--- src/rtl/grover_pkg.sv ---
// Shared constants and FSM encoding for the Grover core and its readout block.
`timescale 1ns/1ps
package grover_pkg;

    localparam int N_STATES = 8;
    localparam int AMP_W    = 8;
    localparam int PROB_W   = 16;

    typedef enum logic [1:0] {
        IDLE   = 2'd0,
        SCAN   = 2'd1,
        REPORT = 2'd2
    } state_e;

endpackage

--- src/rtl/amp_square.sv ---
// Combinational square of a signed amplitude; the result is always non-negative.
`timescale 1ns/1ps
module amp_square
    import grover_pkg::*;
#(
    parameter int AMP_W  = grover_pkg::AMP_W,
    parameter int PROB_W = grover_pkg::PROB_W
) (
    input  logic signed [AMP_W-1:0]  amp_i,
    output logic        [PROB_W-1:0] sq_o
);

    // Full-width signed product; -128*-128 = 16384 still fits the unsigned result.
    logic signed [2*AMP_W-1:0] prod;

    assign prod = amp_i * amp_i;
    assign sq_o = PROB_W'($unsigned(prod));

endmodule

--- src/rtl/grover_readout.sv ---
// Measurement readout: on a rising done, snapshot the amplitudes, scan them one
// per clock for the largest square, and present the winner for one-cycle pulse.
`timescale 1ns/1ps
module grover_readout
    import grover_pkg::*;
#(
    parameter int N_STATES = grover_pkg::N_STATES,
    parameter int AMP_W    = grover_pkg::AMP_W,
    localparam int IDX_W   = $clog2(N_STATES)
) (
    input  logic                clk,
    input  logic                rst,
    input  logic                done,
    input  logic [IDX_W-1:0]    target_search,
    input  logic [AMP_W-1:0]    o0,
    input  logic [AMP_W-1:0]    o1,
    input  logic [AMP_W-1:0]    o2,
    input  logic [AMP_W-1:0]    o3,
    input  logic [AMP_W-1:0]    o4,
    input  logic [AMP_W-1:0]    o5,
    input  logic [AMP_W-1:0]    o6,
    input  logic [AMP_W-1:0]    o7,
    output logic                busy,
    output logic                meas_valid,
    output logic [IDX_W-1:0]    meas_idx,
    output logic [PROB_W-1:0]   meas_prob,
    output logic                hit,
    output logic [N_STATES-1:0] led
);

    state_e                         state_q;
    logic                           done_q;
    logic                           armed_q;
    logic                           start;
    logic [N_STATES-1:0][AMP_W-1:0] amp_in;
    logic [N_STATES-1:0][AMP_W-1:0] amp_q;
    logic [IDX_W-1:0]               tgt_q;
    logic [IDX_W-1:0]               cnt_q;
    logic [IDX_W-1:0]               idx_q, idx_d;
    logic [PROB_W-1:0]              max_q, max_d;
    logic [PROB_W-1:0]              sq;
    logic [AMP_W-1:0]               cur_amp;
    logic [N_STATES-1:0]            led_d;

    assign amp_in = {o7, o6, o5, o4, o3, o2, o1, o0};

    // armed_q blocks a done level that was already high when reset released.
    assign start   = done & ~done_q & armed_q;
    assign cur_amp = amp_q[cnt_q];
    assign led_d   = N_STATES'(1) << idx_q;

    amp_square #(
        .AMP_W  (AMP_W),
        .PROB_W (PROB_W)
    ) u_sq (
        .amp_i (cur_amp),
        .sq_o  (sq)
    );

    // Strict compare: on a tie the earlier (lower) index keeps the lead.
    always_comb begin
        max_d = max_q;
        idx_d = idx_q;
        if (sq > max_q) begin
            max_d = sq;
            idx_d = cnt_q;
        end
    end

    always_ff @(posedge clk or negedge rst) begin
        if (!rst) begin
            state_q    <= IDLE;
            done_q     <= 1'b0;
            armed_q    <= 1'b0;
            amp_q      <= '0;
            tgt_q      <= '0;
            cnt_q      <= '0;
            idx_q      <= '0;
            max_q      <= '0;
            busy       <= 1'b0;
            meas_valid <= 1'b0;
            meas_idx   <= '0;
            meas_prob  <= '0;
            hit        <= 1'b0;
            led        <= '0;
        end else begin
            done_q     <= done;
            meas_valid <= 1'b0;
            if (!done) armed_q <= 1'b1;
            case (state_q)
                IDLE: begin
                    if (start) begin
                        amp_q   <= amp_in;
                        tgt_q   <= target_search;
                        max_q   <= '0;
                        idx_q   <= '0;
                        cnt_q   <= '0;
                        busy    <= 1'b1;
                        state_q <= SCAN;
                    end
                end
                SCAN: begin
                    max_q <= max_d;
                    idx_q <= idx_d;
                    cnt_q <= cnt_q + 1'b1;
                    if (cnt_q == IDX_W'(N_STATES - 1)) state_q <= REPORT;
                end
                REPORT: begin
                    meas_idx   <= idx_q;
                    meas_prob  <= max_q;
                    hit        <= (idx_q == tgt_q);
                    led        <= led_d;
                    meas_valid <= 1'b1;
                    busy       <= 1'b0;
                    state_q    <= IDLE;
                end
                default: state_q <= IDLE;
            endcase
        end
    end

endmodule
--- config.mk ---
export PLATFORM = sky130hd
export DESIGN_NAME = grover_readout
export DESIGN_NICKNAME = d
export VERILOG_FILES = /design/src/rtl/grover_pkg.sv /design/src/rtl/amp_square.sv /design/src/rtl/grover_readout.sv
export SDC_FILE = /design/constraint.sdc
export NUM_CORES = 1
export LEC_CHECK = 0
export ABC_AREA = 1
export CORE_ASPECT_RATIO = 0.9
export CORE_MARGIN = 8
export CORE_UTILIZATION = 51
export DETAILED_ROUTE_END_ITERATION = 12
export PLACE_DENSITY = 0.82
export SYNTH_ARGS = -nofsm -noshare
export SYNTH_HDL_FRONTEND = slang
export SYNTH_SLANG_ARGS = --single-unit
--- constraint.sdc ---
create_clock -name clk -period 5.3 [get_ports clk]
set_clock_uncertainty 0.1 [all_clocks]
set_input_delay 1.06 -clock clk [delete_from_list [all_inputs] [get_ports clk]]
set_output_delay 1.06 -clock clk [all_outputs]
set_load 0.01 [all_outputs]
==> run summary <==
Leaving out fill and tap cells, the most frequent cell in the layout is nand2_1. The count of port buffers added during placement is around 100. The number of DRC markers after the initial detailed-route iteration is approximately 500.

The worst hold path belongs to the class flip-flop to flip-flop. The count of endpoints failing hold in the final timing report is 0. The critical path is of the flip-flop to flip-flop type.

The area of the core region is roughly 16000 sq um. The gate count after technology mapping is 951. The worst-case setup margin in the final layout is -808 ps.

The share of the clock period used by the worst path after layout is 115%. The cell with the largest stage delay on the worst path is fa_1. The post-placement worst setup slack is -722 ps. The count of clock tree sinks came out at around 120.

The path with the worst hold slack has its endpoint at meas_prob[7]. Relative to the synthesized area, the layout overhead comes to 45.6%. The via total after detailed routing is between 7000 and 8000. Setup repair after global routing could not meet its margin everywhere. The total area of sequential cells is approximately 3000 sq um.

Summed over its instances, the top area cell type makes up a little under two fifths of the synthesized netlist area. The clock tree from TritonCTS is built. The number of top-level pins is 100. The floorplan step defined a die boundary enclosing 20300 sq um. The worst register-to-register path ends at max_q[11]. The fraction of layout cells with a size suffix above 1 is around a third. The hold path depth came out at 2.

STA classifies the critical path startpoint as a flip-flop. The final reports fail on setup timing. Fill cells in the final layout number ~1000. The total setup violations reported at the end of the flow is 18. The horizontal extent of the die is about 150 um. dfrtp_1 takes more of the synthesized area than any other cell.

The initial core utilization came out at 51.2%. The number of maximum-capacitance violations came out at 0. The number of antenna violations at the first check in global routing is 0. The first global-routing pass estimated 35800 um of wire. The CTS root buffer is clkbuf_16.

The netlist area before placement is roughly 8100 sq um. Wires add up to 24800 um. The count of warnings emitted by yosys came out at 0. The number of cells after detailed placement is around 1300.

After legalization and detailed placement, the total HPWL measured around 15000 um. The final net count is 1350. After clock tree synthesis, the clock-pin slew on the worst setup and hold paths is 60 ps. Counting every net in the synthesized netlist gives around 1100. STA classifies the critical path endpoint as a flip-flop. The fraction of registers with async set/reset came out at 100%. The total inserted antenna cells came out at 0. The path depth of the worst reg2reg path came out at 34.

Using the TritonRoute via totals, the vias-per-cell ratio works out to between 5 and 6. The average instance in the mapped netlist occupies roughly 8.6 sq um. Counting stages on the worst path, the most repeated cell is nand2_2. The height of the die came out at ~140 um. The multi-input combinational cell area is roughly 5000 sq um. The launching element of the worst setup path is cnt_q[0].

The routed length per instance is 17.6 um. The number of hold buffers added after cts is 0. The total grt overflow came out at 0. The sequential fraction of the synthesis area is approximately 37%. The H-tree was split into 4 levels. In the synthesized netlist the dominant register cell turns out to be dfrtp_1. After the flow finishes, the layout carries non-filler instances totaling around 1400.

The total track usage came out at roughly 22%. Based on the critical path, the design can be clocked at up to about 160 MHz. The final critical delay including setup and external delays is slightly above 6000 ps.

The relative max-transition margin came out at between 10% and 20%. In this run the remaining antenna-violating nets after routing total 0. The placer's final routability congestion estimate is roughly 0.9. The number of rows created at floorplan came out at 44. The worst flop-to-flop path startpoint is cnt_q[0]. The number of global-route vias before repair is approximately 7600.

After detailed routing, the number of remaining DRC violations is 0. The startpoint identified for the worst hold timing path is meas_prob[7]. The delay contributed by the slowest stage of the critical path came out at between 500 and 600 ps.

The clock passes through at most 2 buffers. The data arrival at the endpoint of the critical path is 6370 ps. The maximum number of pins on one net before global-route repair came out at roughly 100. The number of max-slew violations in the final report came out at 0. By area the synthesized netlist is led by dfrtp_1, fa_1, nand2_1. The number of storage elements in the synthesis netlist came out at approximately 120. The number of clock buffers inserted by TritonCTS came out at 17. The latest clock arrival within the worst-skew pair is between 400 and 500 ps. The worst endpoint required time came out at roughly 5600 ps.

The maximum net fanout on the critical path is 6. The top cell types in the final layout, fill and taps aside, are nand2_1, inv_1, buf_4. The reg2reg setup slack came out at -810 ps.

For the pin with the worst max-slew slack, the measured transition is between 1000 and 1500 ps. The unique cell type count in the Yosys netlist came out at 38. The count of flip-flops with a built-in enable after synthesis came out at 0.

The count of TritonRoute iterations in the first routing pass is 5. The flow ran to the end, but the final reports show violations.
-- state kept, by name, indices dropped and copies added, names as in the netlist, 2 cells and up --
signal and count:
state_q 2, amp_q 64, idx_q 3, tgt_q 3
led 8, meas_idx 3, cnt_q 3, meas_prob 15
max_q 15
-- cell usage after synthesis, drive strengths merged, types with 2 or more instances --
master and count:
nand4 4, o22ai 4, inv 161, nand2 228
nand3 58, clkbuf 6, o21ai 52, a21o 3
nor2 97, dfrtp 121, o221ai 2, a21oi 48
ha 44, xnor2 6, o21bai 3, buf 27
mux2 33, fa 43, xor2 7
-- how the worst max path moves through the flow --
stage                      to  slack [ps]  cells past startpoint
floorplan           max_q[11]        -290                     33
global placement     idx_q[0]        -620                     32
detailed placement   max_q[2]        -720                     32
CTS                  max_q[8]        -540                     33
global route         max_q[5]       -1070                     34
finish              max_q[11]        -810                     34
-- layer usage --
metal | wire length (um) | GRT usage [%] | share of wire (%) | vias up
met5 | 0 | 0 | 0 | -
met4 | 1330 | 10.6 | 5.3 | 0
met3 | 1320 | 4.19 | 5.3 | 109
met2 | 12700 | 38.4 | 51 | 319
met1 | 9460 | 25.9 | 38 | 3654
li1 | - | - | - | 3458
-- timing repair --
item                                    in CTS  in global routing
gates cloned                                 4                  1
endpoints found under the setup margin      18                 18
pin swaps                                   25                 89
setup buffers                               24                 32
resized for setup                           71                110
-- logic make-up after synthesis --
kind of cell | Yosys count | share of synthesized area (%)
other | 1 | 0.0460
flip-flops | 121 | 37.2
adder cells (fa/ha/maj) | 87 | 17.3
buffers and inverters | 194 | 10.1
multiplexers | 33 | 4.56
AO/OA/AOI/OAI | 113 | 8.06
AND/OR/NAND/NOR | 389 | 21.3
XOR/XNOR | 13 | 1.40
-- worst max-delay path: cells and delay by family, from the launching register on --
| kind | cells | cell delay [ps] |
|---|---|---|
| flip-flops | 1 | 510 |
| adder cells (fa/ha/maj) | 6 | 2580 |
| buffers and inverters | 8 | 680 |
| XOR/XNOR | 1 | 170 |
| AND/OR/NAND/NOR | 15 | 1320 |
| AO/OA/AOI/OAI | 4 | 680 |
-- through the flow --
step	hold slack, ps	area, sq um	utilization (%)	setup TNS, ps
6_report	385	11900	74.6	-13870
5_1_grt	399	11900	74.6	-18470
4_1_cts	387	11200	70.3	-9210
3_5_place_dp	371	10100	63.2	-12610
3_3_place_gp	356	10100	63.2	-10990
2_1_floorplan	327	8260	-	-4260
-- cell type report --
cell class              instances  area share [%]
repair buffers                255            20.0
clock buffers                  19            3.73
multi-input cells             636            42.2
repair inverters                1          0.0633
well taps                     207            2.18
clock inverters                13            1.09
inverters                     161            5.22
flip-flops and latches        121            25.5
Power is left out: the tool's default activity adds up to more than one toggle a clock period on the data nets, which glitch-free logic cannot reach.
